[src/rtl/sram_arb_pkg.sv]
// Shared types and default widths for the two-requester SRAM arbiter.
package sram_arb_pkg;

    localparam int unsigned DefAddrW = 16;
    localparam int unsigned DefDataW = 16;

    typedef enum logic [1:0] {
        IDLE,
        SETUP,
        ACCESS,
        DONE
    } arb_state_e;

    typedef enum logic {
        OWN_CORE = 1'b0,
        OWN_DBG  = 1'b1
    } owner_e;

endpackage

[src/rtl/sram_arb_rr.sv]
// Combinational 2-way round-robin picker; lock hands the port exclusively to debug.
module sram_arb_rr
    import sram_arb_pkg::*;
(
    input  logic [1:0] reqs_i,        // bit 0 = core, bit 1 = debug
    input  logic       lock_i,
    input  owner_e     last_owner_i,
    output logic       valid_o,
    output owner_e     winner_o
);

    always_comb begin
        valid_o  = 1'b0;
        winner_o = OWN_CORE;
        if (lock_i) begin
            valid_o  = reqs_i[1];
            winner_o = OWN_DBG;
        end else begin
            unique case (reqs_i)
                2'b01: begin
                    valid_o  = 1'b1;
                    winner_o = OWN_CORE;
                end
                2'b10: begin
                    valid_o  = 1'b1;
                    winner_o = OWN_DBG;
                end
                2'b11: begin
                    valid_o  = 1'b1;
                    winner_o = (last_owner_i == OWN_CORE) ? OWN_DBG : OWN_CORE;
                end
                default: ;
            endcase
        end
    end

endmodule

[src/rtl/sram_arbiter.sv]
// Shares one SRAM port between core and debug: IDLE -> SETUP -> ACCESS x N -> DONE per access.
module sram_arbiter
    import sram_arb_pkg::*;
#(
    parameter int unsigned ADDR_W        = DefAddrW,
    parameter int unsigned DATA_W        = DefDataW,
    parameter int unsigned ACCESS_CYCLES = 2
) (
    input  logic              arb_clk,
    input  logic              arb_rst,
    input  logic              arb_coreReq_i,
    input  logic              arb_coreWr_i,
    input  logic [ADDR_W-1:0] arb_coreAddr_i,
    input  logic [DATA_W-1:0] arb_coreWdata_i,
    output logic              arb_coreAck_o,
    output logic [DATA_W-1:0] arb_coreRdata_o,
    input  logic              arb_dbgReq_i,
    input  logic              arb_dbgWr_i,
    input  logic [ADDR_W-1:0] arb_dbgAddr_i,
    input  logic [DATA_W-1:0] arb_dbgWdata_i,
    output logic              arb_dbgAck_o,
    output logic [DATA_W-1:0] arb_dbgRdata_o,
    input  logic              arb_dbgLock_i,
    output logic [ADDR_W-1:0] arb_sramAddr_o,
    output logic [DATA_W-1:0] arb_sramWdata_o,
    input  logic [DATA_W-1:0] arb_sramRdata_i,
    output logic              arb_sramDrive_o,
    output logic              arb_sramWr_o,
    output logic              arb_sramEn_o,
    output logic              arb_owner_o,
    output logic              arb_busy_o
);

    if (ACCESS_CYCLES < 1) begin : g_bad_cfg
        $error("sram_arbiter: ACCESS_CYCLES must be at least 1");
    end

    localparam int unsigned     CntW    = (ACCESS_CYCLES > 1) ? $clog2(ACCESS_CYCLES) : 1;
    localparam logic [CntW-1:0] CntLoad = CntW'(ACCESS_CYCLES - 1);

    arb_state_e        state_q, state_d;
    logic [CntW-1:0]   cnt_q, cnt_d;
    logic [ADDR_W-1:0] addr_q, addr_d;
    logic [DATA_W-1:0] wdata_q, wdata_d;
    logic              wr_q, wr_d;
    owner_e            owner_q, owner_d;
    owner_e            last_q, last_d;
    logic [DATA_W-1:0] core_rdata_q, core_rdata_d;
    logic [DATA_W-1:0] dbg_rdata_q, dbg_rdata_d;

    logic   grant_valid;
    owner_e winner;

    sram_arb_rr u_rr (
        .reqs_i       ({arb_dbgReq_i, arb_coreReq_i}),
        .lock_i       (arb_dbgLock_i),
        .last_owner_i (last_q),
        .valid_o      (grant_valid),
        .winner_o     (winner)
    );

    always_comb begin
        state_d      = state_q;
        cnt_d        = cnt_q;
        addr_d       = addr_q;
        wdata_d      = wdata_q;
        wr_d         = wr_q;
        owner_d      = owner_q;
        last_d       = last_q;
        core_rdata_d = core_rdata_q;
        dbg_rdata_d  = dbg_rdata_q;
        unique case (state_q)
            IDLE: begin
                if (grant_valid) begin
                    state_d = SETUP;
                    owner_d = winner;
                    last_d  = winner;
                    if (winner == OWN_DBG) begin
                        addr_d  = arb_dbgAddr_i;
                        wdata_d = arb_dbgWdata_i;
                        wr_d    = arb_dbgWr_i;
                    end else begin
                        addr_d  = arb_coreAddr_i;
                        wdata_d = arb_coreWdata_i;
                        wr_d    = arb_coreWr_i;
                    end
                end
            end
            SETUP: begin
                cnt_d   = CntLoad;
                state_d = ACCESS;
            end
            ACCESS: begin
                if (cnt_q == '0) begin
                    state_d = DONE;
                    // Read data is taken on the last access edge, while the SRAM is still enabled.
                    if (!wr_q) begin
                        if (owner_q == OWN_DBG) dbg_rdata_d  = arb_sramRdata_i;
                        else                    core_rdata_d = arb_sramRdata_i;
                    end
                end else begin
                    cnt_d = cnt_q - 1'b1;
                end
            end
            DONE: begin
                state_d = IDLE;
            end
        endcase
    end

    always_ff @(posedge arb_clk) begin
        if (arb_rst) begin
            state_q      <= IDLE;
            cnt_q        <= '0;
            addr_q       <= '0;
            wdata_q      <= '0;
            wr_q         <= 1'b0;
            owner_q      <= OWN_CORE;
            last_q       <= OWN_DBG;
            core_rdata_q <= '0;
            dbg_rdata_q  <= '0;
        end else begin
            state_q      <= state_d;
            cnt_q        <= cnt_d;
            addr_q       <= addr_d;
            wdata_q      <= wdata_d;
            wr_q         <= wr_d;
            owner_q      <= owner_d;
            last_q       <= last_d;
            core_rdata_q <= core_rdata_d;
            dbg_rdata_q  <= dbg_rdata_d;
        end
    end

    logic in_xfer;
    assign in_xfer = (state_q == SETUP) || (state_q == ACCESS);

    assign arb_sramAddr_o  = addr_q;
    assign arb_sramWdata_o = wdata_q;
    assign arb_sramEn_o    = in_xfer;
    assign arb_sramDrive_o = in_xfer && wr_q;
    assign arb_sramWr_o    = (state_q == ACCESS) && wr_q;
    assign arb_coreAck_o   = (state_q == DONE) && (owner_q == OWN_CORE);
    assign arb_dbgAck_o    = (state_q == DONE) && (owner_q == OWN_DBG);
    assign arb_coreRdata_o = core_rdata_q;
    assign arb_dbgRdata_o  = dbg_rdata_q;
    assign arb_owner_o     = owner_q;
    assign arb_busy_o      = (state_q != IDLE);

endmodule

[config.mk]
export PLATFORM = sky130hd
export DESIGN_NAME = sram_arbiter
export DESIGN_NICKNAME = d
export VERILOG_FILES = /design/src/rtl/sram_arb_pkg.sv /design/src/rtl/sram_arb_rr.sv /design/src/rtl/sram_arbiter.sv
export SDC_FILE = /design/constraint.sdc
export NUM_CORES = 1
export LEC_CHECK = 0
export CAP_MARGIN = 20
export CORE_ASPECT_RATIO = 0.8
export CORE_UTILIZATION = 42
export DETAILED_ROUTE_END_ITERATION = 12
export PLACE_DENSITY = 0.86
export SLEW_MARGIN = 20
export SYNTH_ARGS = -nofsm -noshare
export SYNTH_HDL_FRONTEND = slang
export SYNTH_SLANG_ARGS = --single-unit
[constraint.sdc]
create_clock -name arb_clk -period 2.4 [get_ports arb_clk]
set_clock_uncertainty 0.05 [all_clocks]
set_input_delay 0.6 -clock arb_clk [delete_from_list [all_inputs] [get_ports arb_clk]]
set_output_delay 0.6 -clock arb_clk [all_outputs]
set_load 0.03 [all_outputs]
**After elaboration in Yosys (flattened, before gate mapping)**

Cells that the tools add are included.

- Register bits: 70
- Latch bits: 0
- Memory bits (writable): 0
- Bits in read-only memories: 0
- Bits of input ports: 87
- Output and inout bits: 71
- Logic and storage cells: 47
- Memories kept: 0

- Add/subtract/negate cells: 1
- Multiply operators: 0
- Divide/modulo/power cells: 0
- $lt $le $gt $ge: 0
- Equal/unequal tests: 8
- Shift operators: 0
- Muxes and demuxes: 13
- Bitwise operators: 3
- Reduce and logical (&&, ||, !) cells: 13

Operator list:

| operator | number |
|---|---|
| two-way mux 16 bit | 2 |
| equality test 2 bit (second input constant) | 4 |
| one-hot mux 2 bit (4 select lines) | 1 |
| AND reduction 4 bit | 2 |
| two-way mux 1 bit | 6 |
| equality test 2 x 1 -> 1 bit (second input constant) | 2 |
| logical AND 1 bit | 4 |
| two-way mux 2 bit | 2 |
| inequality test 2 bit (second input constant) | 2 |
| one-hot mux 1 bit (2 select lines) | 2 |
| AND reduction 2 bit | 2 |
| nonzero test 2 bit | 2 |
| inverter 1 bit | 3 |
| OR reduction 3 bit | 1 |
| logical NOT 2 bit | 1 |
| logical OR 1 bit | 1 |
| subtractor 1 bit (second input constant) | 1 |

**Longest topological paths before layout**

Gate-level depths: netlist of run 1.

- Depth in word-level cells: 6
- Gate-level depth with buffers: 8
- Depth with buffers taken out: 6

**Cells and area by module**

From an unflattened synthesis of run 1, not the netlist that was laid out.

- Cells, all modules: 328
- Area total of the unflattened synthesis: 2886.5 um^2

By module, submodules not included:

| module | instances | cells each | area each (um^2) | sequential area each (um^2) |
|---|---|---|---|---|
| sram_arbiter | 1 | 324 | 2864.0 | 1401.3 |
| sram_arb_rr | 1 | 4 | 22.5 | 0.0 |

**Worst setup path after synthesis of run 1**

No wires, ideal clock.

- Path type: register -> output
- From: register state_q[1]
- To: output port arb_sramDrive_o
- Arrival time: 1224 ps
- Required time: 1750 ps
- Setup slack: 526 ps
- Cell stages (with the launch flop): 4
- Path buffers: 0
- Path through: dfxtp_1 > inv_1 > ha_1 > and2_1

- Longest elaborated chain between the ends: 3
- Elaborated cells between the ends (all ways): 4
- Classes of those cells: eq/ne: 2; reduce/logical: 2

RTL lines:

| element | line | source |
|---|---|---|
| start, declared | sram_arbiter.sv:41 | `arb_state_e state_q, state_d;` |
| start signal, assigned | sram_arbiter.sv:123 | `state_q <= state_d;` |
| equality test 2 x 1 -> 1 bit / equality test 2 bit (equally long branches) | sram_arbiter.sv:136 | `assign in_xfer = (state_q == SETUP) \|\| (state_q == ACCESS);` |
| logical OR 1 bit (*) | sram_arbiter.sv:136 |  |
| named net arb_sramEn_o | sram_arbiter.sv:29 | `output logic arb_sramEn_o,` |
| logical AND 1 bit (*) | sram_arbiter.sv:141 | `assign arb_sramDrive_o = in_xfer && wr_q;` |
| end, declared | sram_arbiter.sv:27 | `output logic arb_sramDrive_o,` |

Mark *: on every way through the listed nets, which the timed path passes. The rest lies on a longest branch.

**Worst setup path after layout of run 1**

- From: register owner_q, in the netlist arb_owner_o
- To: output port arb_owner_o

RTL lines:

| element | line | source |
|---|---|---|
| start, declared | sram_arbiter.sv:46 | `owner_e owner_q, owner_d;` |
| start signal, assigned | sram_arbiter.sv:128 | `owner_q <= owner_d;` |
| end, declared | sram_arbiter.sv:30 | `output logic arb_owner_o,` |

No word-level cell between the ends.

==> results of run 1 <==
## worst max-delay path by stage
stage	from	slack (ns)	end	depth (start not counted)
6_report	arb_owner_o	0.14	arb_owner_o	1
3_3_place_gp	state_q[1]	0.21	arb_sramDrive_o	4
2_1_floorplan	state_q[1]	0.53	arb_sramDrive_o	3
3_5_place_dp	state_q[0]	0.18	arb_sramDrive_o	4
4_1_cts	state_q[1]	0.02	arb_dbgAck_o	3
5_1_grt	arb_owner_o	0.08	arb_owner_o	1
## registers in the layout, summed over array words and instances, names as in the netlist
register         cells
arb_sramWdata_o     16
cnt_q                1
last_q               1
arb_dbgRdata_o      16
arb_sramAddr_o      16
arb_coreRdata_o     16
wr_q                 1
state_q              2
arb_owner_o          1
## through the flow
step	total power [W]	util	cell area [µm²]	setup slack, ns
2_1_floorplan	0.00286	-	2930	0.526
3_3_place_gp	0.00360	0.689	4530	0.209
3_5_place_dp	0.00366	0.689	4530	0.184
4_1_cts	0.00472	0.724	4760	0.0231
5_1_grt	0.00493	0.724	4760	0.0828
6_report	0.00469	0.724	4760	0.145
## Yosys cell counts (all sizes together) (2+ instances only)
cell | count | share of area
ha | 3 | 0.013
nor2b | 2 | 0.0051
a311oi | 33 | 0.12
a21oi | 32 | 0.055
nor3 | 2 | 0.0034
dfxtp | 70 | 0.48
clkbuf | 11 | 0.015
inv | 3 | 0.0038
nor2 | 41 | 0.053
buf | 18 | 0.044
nand2 | 131 | 0.17
and2 | 4 | 0.0086
## what timing repair did
item                       4_1_cts  5_1_grt
pin swaps                        0        0
gates resized for setup          5        3
setup endpoints to repair        5        2
## routing by layer
layer | track usage | part of all wire
met1 | 0.251 | 0.41
met2 | 0.404 | 0.49
met3 | 0.0788 | 0.078
met4 | 0.0818 | 0.017
met5 | 0 | 0
## layout by cell type (no fill, tap or decap), types with 2 or more instances in the layout
cell type / synthesis / final
sky130_fd_sc_hd__nand2_1: 131 / 131
sky130_fd_sc_hd__inv_1: 3 / 3
sky130_fd_sc_hd__a311oi_1: 24 / 24
sky130_fd_sc_hd__buf_4: 5 / 3
sky130_fd_sc_hd__clkdlybuf4s50_1: 0 / 150
sky130_fd_sc_hd__clkbuf_8: 0 / 11
sky130_fd_sc_hd__a21oi_1: 32 / 32
sky130_fd_sc_hd__a311oi_2: 9 / 9
sky130_fd_sc_hd__dlygate4sd2_1: 0 / 4
sky130_fd_sc_hd__and2_1: 4 / 4
sky130_fd_sc_hd__buf_12: 0 / 4
sky130_fd_sc_hd__ha_1: 3 / 3
sky130_fd_sc_hd__bufinv_16: 0 / 2
sky130_fd_sc_hd__dfxtp_1: 70 / 70
sky130_fd_sc_hd__nor2_1: 40 / 40
sky130_fd_sc_hd__nor3_1: 2 / 2
## kinds of logic (layout without fill, tap and decap cells)
kind of cell | count (synthesis) | count (layout) | synth area share
flip-flops | 70 | 70 | 0.479
AND/OR/NAND/NOR | 185 | 185 | 0.255
AO/OA/AOI/OAI | 70 | 70 | 0.187
adder cells (fa/ha/maj) | 3 | 3 | 0.0128
multiplexers | 1 | 1 | 0.00342
buffers and inverters | 32 | 183 | 0.0620
## tightest hold or removal path: stages (launching register included)
cell,delay [ns]
sky130_fd_sc_hd__dfxtp_1,0.32
sky130_fd_sc_hd__nand2_1,0.05
sky130_fd_sc_hd__a21oi_1,0.05
## where the power goes
part	leakage (nW)	switching [W]	internal, W
Combinational	1.10	0.00118	0.000854
Clock	0.116	0.000441	0.000642
Sequential	0.573	0.000160	0.00141
Total	1.78	0.00178	0.00291
## layout make-up
type,instances,area [µm²],area share
Clock buffer,11,151,0.0318
Clock inverter,5,81.3,0.0171
Inverter,3,11.3,0.00237
Multi-Input combinational cell,259,1340,0.283
Sequential cell,70,1400,0.295
Tap cell,84,105,0.0221
Timing Repair Buffer,164,1660,0.349
==> metrics, run 1 <==
number of antenna violations at the first check in global routing 0; power density relative to cell area 986 mW/mm²; library cells used by synthesis 29; global placement routability congestion about 0.78; cell-by-cell listing of the critical path clkdlybuf4s50_1; worst-path maximum fanout 8; slew of the pin with the lowest slew margin 0.691 ns; DRC violation total after the first TritonRoute iteration 97; number of design rule violations left after detail routing 0; total negative slack for setup checks 0 ns; cells on worst reg2reg path 6; count of pins over their slew limit 0; average wire length per cell after detail routing between 10 and 15 µm; endpoint of the worst-slack reg-to-reg timing path arb_dbgRdata_o[4]; hold bufs inserted after CTS 0; kind of cell adding the most delay to the critical path buffers and inverters; number of instances in the synthesized netlist 361; Post-synth ARST share 0; largest net degree at the start of global routing ~70; Endpoint, Worst Hold arb_dbgRdata_o[0]; postcts setup bufs 0; number of buffers created by CTS 9; count of nets after finishing 597; register area share after synthesis 0.479; number of enable flip-flop cells after synthesis 0; via count 3,019; crit path max-delay cell type sky130_fd_sc_hd__clkdlybuf4s50_1; smallest hold slack 0.407 ns; arrival time worst endpoint 1.61 ns; leftover overflow at the end of global routing 0; Std-Cell Rows 26; RSZ-0062 raised after global routing false; number of maximum-capacitance constraint violations 0; standard cell core area 0.00657 mm²; Worst Setup End Kind output port; beginning of the worst register-to-register path state_q[0]; Inserted Diodes 0; f_max 443 MHz; status completed; type of the worst setup path flip-flop to output port; remaining antenna violation count after routing 0; mean post-synth cell area 8.10 µm²; clk slew on worst S/H paths approximately 0.080 ns; number of storage elements in the synthesis netlist 70; highest ir drop seen on vdd 0.544 mV; count of cells along the worst hold path 2; predominant post-synthesis flop cell sky130_fd_sc_hd__dfxtp_1; Mapped Nets around 450; hold violation total from the final report 0; cell area after synthesis a little under 0.003 mm²; fraction of the cycle the final worst path needs 0.940; slowest cell delay on critical path around 0.78 ns; non-filler instance count after layout a little under 600; worst max-slew margin expressed relative to the limit 0.538; fraction of final layout cells sized beyond drive strength 1 0.0781; Chip Width around 95 µm; global-route usage over all layers 0.229; CTS Buffer Depth 2; Period minus WS final 2.26 ns; number of filler cells placed in the layout 503; Cells after DPL 580; Leak between 1.5 and 2 nW; Clock Root Buffer sky130_fd_sc_hd__clkbuf_8; sink count of the clock tree 70; Min-Delay Path Class flip-flop to flip-flop; WP buf/inv 1; HPWL after DPL 5.90 mm; # port buffers 157; final-report setup violation count 0; sort of element at the start of the critical path flip-flop; global-route wire length before repair 13.2 mm; internal reg-to-reg setup slack 0.66 ns; via density per instance 5.07; Layout area overhead 62.6%; yosys warns 0; Detailed Route WL 8.24 mm; initial core utilization 0.445; vias in the first global route 2,905; die area 0.00730 mm²; TritonCTS clock tree done; die boundary height 76.6 µm; worst-skew pair later-pin latency 0.33 ns; required time reported for the critical path endpoint ~1.8 ns; number of ports placed on the die boundary approximately 160; number of H-tree levels 3; hold wc startpoint arb_dbgRdata_o[0]; drt first pass iters 4
Power figures use the tool's default switching activity.
==> run 2: changes to the inputs <==
- ABC_AREA: default -> 1
- CORE_UTILIZATION: 42 -> 44
==> metrics, run 2 <==
count of nets after finishing 711; HPWL after DPL roughly 7.0 mm; required time reported for the critical path endpoint 1.75 ns; endpoint of the worst-slack reg-to-reg timing path arb_coreRdata_o[12]; cell area after synthesis 0.00321 mm²; global placement routability congestion 0.811; # port buffers 157; register area share after synthesis 0.436; worst max-slew margin expressed relative to the limit 0.610; number of antenna violations at the first check in global routing 0; internal reg-to-reg setup slack 0.62 ns; DRC violation total after the first TritonRoute iteration 194; Inserted Diodes 0; post-cts resize count 6; number of filler cells placed in the layout 552; Period minus WS final 2.31 ns; library cells used by synthesis 22; Mapped Nets 561; clk slew on worst S/H paths 0.08 ns; count of pins over their slew limit 0; area occupied by registers 0.00140 mm²; predominant post-synthesis flop cell sky130_fd_sc_hd__dfxtp_1; cells on worst reg2reg path 8; number of storage elements in the synthesis netlist 70; CTS Buffer Depth 2; die boundary height between 70 and 80 µm; arrival time worst endpoint about 1.7 ns; mean post-synth cell area 6.82 µm²; Std-Cell Rows 27; Endpoint, Worst Hold arb_coreRdata_o[6]; Clock Root Buffer sky130_fd_sc_hd__clkbuf_8; hold wc startpoint arb_coreRdata_o[6]; hold bufs inserted after CTS 0; Detailed Route WL 9.43 mm; worst-skew pair later-pin latency 0.35 ns; worst-path maximum fanout 6; Layout area overhead 57.5%; TritonCTS clock tree done; utilization of the core after routing 0.728; non-filler instance count after layout about 710; largest net degree at the start of global routing 35; cell-by-cell listing of the critical path clkdlybuf4s50_1; die area 0.00765 mm²; average wire length per cell after detail routing 13.2 µm; sort of element at the start of the critical path flip-flop; number of instances in the synthesized netlist 471; fraction of the cycle the final worst path needs 0.963; remaining antenna violation count after routing 0; number of design rule violations left after detail routing 0; final-report setup violation count 0; via density per instance approximately 4.9; vias in the first global route 3,311; number of ports placed on the die boundary 158; leftover overflow at the end of global routing 0; Chip Width between 90 and 100 µm; top-count cell post-synth sky130_fd_sc_hd__nand2_1; f_max 433 MHz; hold violation total from the final report 0; Worst Setup End Kind output port; via count 3,483; postcts setup bufs 0; Leak approximately 2.2 nW; commonest cells after routing, fill and taps aside sky130_fd_sc_hd__clkdlybuf4s50_1, sky130_fd_sc_hd__nand2_1, sky130_fd_sc_hd__nand3_1, sky130_fd_sc_hd__inv_1, sky130_fd_sc_hd__dfxtp_1; highest ir drop seen on vdd 0.732 mV; global-route wire length before repair 15.3 mm; sink count of the clock tree 70; Commonest cells post-synth sky130_fd_sc_hd__nand2_1, sky130_fd_sc_hd__nand3_1, sky130_fd_sc_hd__inv_1; Min-Delay Path Class flip-flop to flip-flop; number of buffers created by CTS 9; number of maximum-capacitance constraint violations 0; type of the worst setup path flip-flop to output port; global-route usage over all layers 0.253; yosys warns 0; status completed; fraction of final layout cells sized beyond drive strength 1 0.0623; drt first pass iters 4; total negative slack for setup checks 0 ns; initial core utilization 0.462; standard cell core area between 0.006 and 0.007 mm²; WP buf/inv 1; top cell type's share of synthesized area 0.436; count of cells along the worst hold path 2; beginning of the worst register-to-register path state_q[0]; RSZ-0062 raised after global routing false; number of H-tree levels 3; Cells after DPL between 600 and 700; area of the multi-input gates approximately 0.0014 mm²; slew of the pin with the lowest slew margin 0.585 ns; number of enable flip-flop cells after synthesis 0; slowest cell delay on critical path 0.75 ns; power density relative to cell area 1010 mW/mm²; ranking of synthesized cells by area sky130_fd_sc_hd__dfxtp_1, sky130_fd_sc_hd__nand3_1, sky130_fd_sc_hd__nand2_1, sky130_fd_sc_hd__inv_1, sky130_fd_sc_hd__a21oi_1; Post-synth ARST share 0; kind of cell adding the most delay to the critical path buffers and inverters; leading cell type in the layout, fill and taps excluded sky130_fd_sc_hd__clkdlybuf4s50_1; crit path max-delay cell type sky130_fd_sc_hd__clkdlybuf4s50_1; dominant cell type by area after synthesis sky130_fd_sc_hd__dfxtp_1
-- run 2: kinds of logic (layout without fill, tap and decap cells) --
family	count (synthesis)	count (layout)	share of synthesized area
buf+inv	106	261	0.134
flops	70	70	0.436
compound gates	72	72	0.113
fa+ha+maj	3	3	0.0117
simple gates	220	220	0.305
-- run 2: layout make-up --
type | count | area share
clock buffer | 10 | 0.0272
clock inverter | 6 | 0.0185
inverter | 78 | 0.0578
multi-input combinational | 295 | 0.273
sequential | 70 | 0.277
tap | 87 | 0.0215
timing repair buffer | 167 | 0.325
-- run 2: where the power goes --
group	internal [W]	switching, W	leakage (nW)
Combinational	0.000951	0.00147	1.56
Sequential	0.00144	0.000178	0.574
Clock	0.000620	0.000468	0.113
Total	0.00301	0.00212	2.24
-- run 2: worst max-delay path by stage --
stage / startpoint / endpoint / slack, ns / cells after the start
after floorplan: state_q[1] / arb_sramDrive_o / 0.59 / 4
after global placement: state_q[1] / arb_sramDrive_o / 0.25 / 5
after detailed placement: state_q[1] / arb_sramDrive_o / 0.19 / 5
after CTS: arb_owner_o / arb_owner_o / 0.06 / 1
after global routing: arb_owner_o / arb_owner_o / 0.006 / 1
final: arb_owner_o / arb_owner_o / 0.09 / 1
-- run 2: metal layers --
metal / wire, µm / part of all wire / track usage
met5: 0 / 0 / 0
met2: 4480 / 0.48 / 0.429
met1: 3900 / 0.41 / 0.285
met4: 201 / 0.021 / 0.0912
met3: 848 / 0.090 / 0.106
-- run 2: through the flow --
step | setup WS, ns | power [W] | instance area (µm²) | hold slack [ns]
after global placement | 0.245 | 0.00401 | 4840 | 0.397
after floorplan | 0.592 | 0.00314 | 3210 | 0.414
final | 0.0888 | 0.00513 | 5060 | 0.419
after detailed placement | 0.193 | 0.00409 | 4840 | 0.405
after global routing | 0.00558 | 0.00545 | 5060 | 0.444
after CTS | 0.0610 | 0.00515 | 5060 | 0.421
==> run 3: changes to the inputs <==
--- a/config.mk
+++ b/config.mk
@@ -12,2 +12,3 @@
 export DETAILED_ROUTE_END_ITERATION = 12
+export HOLD_SLACK_MARGIN = 0.1
 export PLACE_DENSITY = 0.86
--- a/constraint.sdc
+++ b/constraint.sdc
@@ -4,2 +4,2 @@
 set_output_delay 0.6 -clock arb_clk [all_outputs]
-set_load 0.03 [all_outputs]
+set_load 0.005 [all_outputs]
==> metrics, run 3 (synthesis results as in run 2) <==
number of antenna violations at the first check in global routing 0; Worst Setup End Kind output port; power density relative to cell area 913 mW/mm²; crit path max-delay cell type sky130_fd_sc_hd__clkdlybuf4s50_1; global-route usage over all layers 0.245; cell-by-cell listing of the critical path inv_1 > ha_4 > nand2_1 > inv_1 > clkdlybuf4s50_1; number of filler cells placed in the layout 553; via count ~3,500; clk slew on worst S/H paths 0.08 ns; Leak 2.23 nW; number of H-tree levels 3; slew of the pin with the lowest slew margin 0.545 ns; most used cell, CP sky130_fd_sc_hd__inv_1; f_max 435 MHz; cells on worst reg2reg path 8; Inserted Diodes 0; arrival time worst endpoint 1.65 ns; die boundary height 78.4 µm; count of cells along the worst hold path 2; sink count of the clock tree 70; total negative slack for setup checks 0 ns; Detailed Route WL 9.54 mm; number of maximum-capacitance constraint violations 0; drt first pass iters 5; DRC violation total after the first TritonRoute iteration 139; count of pins over their slew limit 0; sort of element at the start of the critical path flip-flop; kind of cell adding the most delay to the critical path buffers and inverters; smallest hold slack 0.412 ns; RSZ-0062 raised after global routing false; number of ports placed on the die boundary ~160; beginning of the worst register-to-register path state_q[0]; internal reg-to-reg setup slack 0.55 ns; leftover overflow at the end of global routing 0; largest net degree at the start of global routing 32; worst-path maximum fanout 5; final-report setup violation count 0; remaining antenna violation count after routing 0; die area 0.00765 mm²; TritonCTS clock tree done; leading cell type in the layout, fill and taps excluded sky130_fd_sc_hd__clkdlybuf4s50_1; global-route wire length before repair 15.0 mm; commonest cells after routing, fill and taps aside sky130_fd_sc_hd__clkdlybuf4s50_1, sky130_fd_sc_hd__nand2_1, sky130_fd_sc_hd__nand3_1, sky130_fd_sc_hd__inv_1, sky130_fd_sc_hd__dfxtp_1; number of design rule violations left after detail routing 0; CTS Buffer Depth 2; worst-skew pair later-pin latency around 0.33 ns; global placement routability congestion 0.775; worst max-slew margin expressed relative to the limit 0.636; average wire length per cell after detail routing 13.3 µm; Layout area overhead 58.2%; slowest cell delay on critical path 0.49 ns; standard cell core area 0.00696 mm²; type of the worst setup path flip-flop to output port; Period minus WS final 2.30 ns; fraction of final layout cells sized beyond drive strength 1 0.0685; Min-Delay Path Class flip-flop to flip-flop; hold wc startpoint arb_coreRdata_o[12]; endpoint of the worst-slack reg-to-reg timing path arb_coreRdata_o[8]; WP buf/inv 3; Chip Width between 90 and 100 µm; required time reported for the critical path endpoint around 1.8 ns; overall power consumption 0.00464 W; vias in the first global route approximately 3,200; Std-Cell Rows 27; HPWL after DPL 7.05 mm; initial core utilization 0.462; Endpoint, Worst Hold arb_coreRdata_o[12]; hold violation total from the final report 0; number of buffers created by CTS 9; via density per instance 4.96; highest ir drop seen on vdd 0.544 mV; status completed; Clock Root Buffer sky130_fd_sc_hd__clkbuf_8; # port buffers 157; fraction of the cycle the final worst path needs 0.958; count of nets after finishing between 700 and 800; postcts setup bufs 0
run 3: cell types whose count changed in the layout (fill, tap and decap cells not counted), sizes merged:
cell,delta
inv,+1
clkinvlp,-1
buf,+2
clkbuf,-1
dlygate4sd2,-5
clkdlybuf4s15,-1
clkdlybuf4s50,+6
clkinv,+1
run 3: final cells by class:
cell class | instances | area (µm²) | area share
repair buffers | 169 | 1660 | 0.326
clock buffers | 9 | 124 | 0.0244
clock inverters | 7 | 106 | 0.0209
inverters | 78 | 293 | 0.0576
multi-input cells | 295 | 1390 | 0.274
well taps | 87 | 109 | 0.0214
flip-flops and latches | 70 | 1400 | 0.276
run 3: how the worst max path moves through the flow:
stage | start | to | slack (ns) | cells past startpoint
after floorplan | state_q[1] | arb_sramDrive_o | 0.91 | 4
after global placement | arb_coreReq_i | arb_sramAddr_o[2] | 0.38 | 7
after detailed placement | arb_coreReq_i | arb_sramAddr_o[2] | 0.37 | 7
after CTS | state_q[0] | arb_sramDrive_o | 0.02 | 5
after global routing | state_q[0] | arb_sramDrive_o | 0.03 | 5
final | state_q[0] | arb_sramDrive_o | 0.10 | 5
run 3: power by group:
part / internal, W / switching [W]
Sequential: 0.00144 / 0.000176
Combinational: 0.000992 / 0.000953
Clock: 0.000601 / 0.000482
run 3: stage by stage:
| stage | util | setup WS [ns] | cells | area [µm²] |
|---|---|---|---|---|
| finish | 0.731 | 0.101 | 715 | 5080 |
| global route | 0.731 | 0.0312 | 715 | 5080 |
| detailed placement | 0.696 | 0.371 | 699 | 4840 |
| CTS | 0.729 | 0.0210 | 715 | 5070 |
| global placement | 0.696 | 0.383 | 699 | 4840 |
| floorplan | - | 0.912 | 471 | 3210 |
run 3: metal layers:
metal  track usage  wire (µm)
met4        0.0721        100
met3        0.0793        824
met1         0.278       3870
met2         0.441       4740
met5             0          0
run 3: timing repair:
action | CTS | global route
pin swaps | 0 | 0
endpoints found under the setup margin | 1 | 1
gates resized for setup | 1 | 1
hold buffers | 0 | 0
run 3: tightest hold or removal path, cell delays in order, from the launching register on:
cell and delay, ns:
sky130_fd_sc_hd__dfxtp_1 0.31, sky130_fd_sc_hd__nand2_1 0.06, sky130_fd_sc_hd__a21oi_1 0.05
==> variant (config.mk and constraints of run 2) <==
Set the parameter `ACCESS_CYCLES` to 1 (it was 2).
--- a/src/rtl/sram_arbiter.sv
+++ b/src/rtl/sram_arbiter.sv
@@ -6,3 +6,3 @@
     parameter int unsigned DATA_W        = DefDataW,
-    parameter int unsigned ACCESS_CYCLES = 2
+    parameter int unsigned ACCESS_CYCLES = 1
 ) (
Function: changed (a bounded check fails within 4 cycles, from zero or initial values and one cycle with arb_rst high).
==> variant against run 2 <==
Worst hold slack worse by 0.020 ns; sequential cell count down 1; area after synthesis fell by 2.5%; power grew 5.1%; worst setup slack gained 0.0035 ns; clock power fell by 5%; global-route usage is 0.98 points lower; cell area decreased by 0.69%; core utilization is 0.20 points higher; routed wire length fell by 5.3%.
==> variant: results (changes against run 2) <==
outcome:
  outcome: "finished clean"
grt:
  met3_usage_pct: 9.12  # -1.5 points
  met2_usage_pct: 43.2  # +0.32 points
  grt_pass1_vias: 3213  # -3.0%
  grt_util_met1_pct: 26.6  # -1.9 points
  grt_pass1_wl_microns: 14200  # -7.1%
clock_network:
  clkLatencyLatePin_ns: 0.33  # -0.02 ns
setup_path:
  r2r_cells: 7  # -1
  crit_end: "arb_sramDrive_o"
  r2r_setup_slack_ns: 0.72  # +0.10 ns
  critPathMaxFanout: 4  # -2
synth:
  synth_compound_area_share_pct: 13.7  # +2.4 points
  syn_nets: 553  # -1.4%
  synth_top_area_share_pct: 44.1  # +0.48 points
  synthTopCellsByArea: "dfxtp_1, nand3_1, inv_1"
  syn_inst: 463  # -1.7%
  ys_types: 18  # -18%
  synthAdderAreaFrac_pct: 1.20  # +0.030 points
  yosysSeqAreaShare_pct: 44.1  # +0.48 points
  synthTopCellsByCount: "inv_1, nand2_1, dfxtp_1, nand3_1, a21oi_1"
timing:
  slew_headroom_pct: 65.9  # +5.0 points
placement:
  placed_cells: 691  # -0.86%
  placed_area_sq_um: 4800  # -0.70%
drt:
  dr_wl_met3_microns: 799  # -5.8%
  num_vias: 3400  # -2.4%
  met2_length_microns: 4340  # -3.1%
  detail_route.iter0.violations: 91  # -53%
  avgRoutedWirePerCell_microns: 12.6  # -4.5%
power:
  p_leak_nw: 2.29  # +2.0%
  switchingPower_mw: 2.21  # +4.4%
  ir_drop_uv: 524  # -28%
worst_hold_path:
  hold_path_end: "arb_coreRdata_o[10]$_SDFFE_PP0P_"
finish:
  drive_gt1_share_pct: 5.65  # -0.58 points
## variant: layout make-up
type,instances,area (sq um)
clock buffers,10,138
flip-flops and latches,69,1380
well taps,87,109
fillers,535,1860
inverters,94,353
multi-input cells,273,1270
clock inverters,6,86.3
repair buffers,168,1690
## variant: worst max-delay path, stage by stage (launching register included)
cell	delay, ns
dfxtp_1	0.39
inv_1	0.07
ha_1	0.34
nand2_1	0.08
inv_1	0.06
dlygate4sd2_1	0.40
## variant: repair_timing
item / CTS / global route
endpoints found under the hold margin: 0 / 0
endpoints found under the setup margin: 4 / 2
resized for setup: 4 / 2
## variant: power groups by stage
| stage | combinational [mW] | sequential (mW) | clock, mW |
|---|---|---|---|
| global route | 2.90 | 1.71 | 1.12 |
| detailed placement | 2.71 | 1.69 | 0 |
| finish | 2.68 | 1.67 | 1.04 |
| global placement | 2.65 | 1.67 | 0 |
| floorplan | 1.02 | 2.27 | 0 |
| CTS | 2.70 | 1.67 | 1.07 |
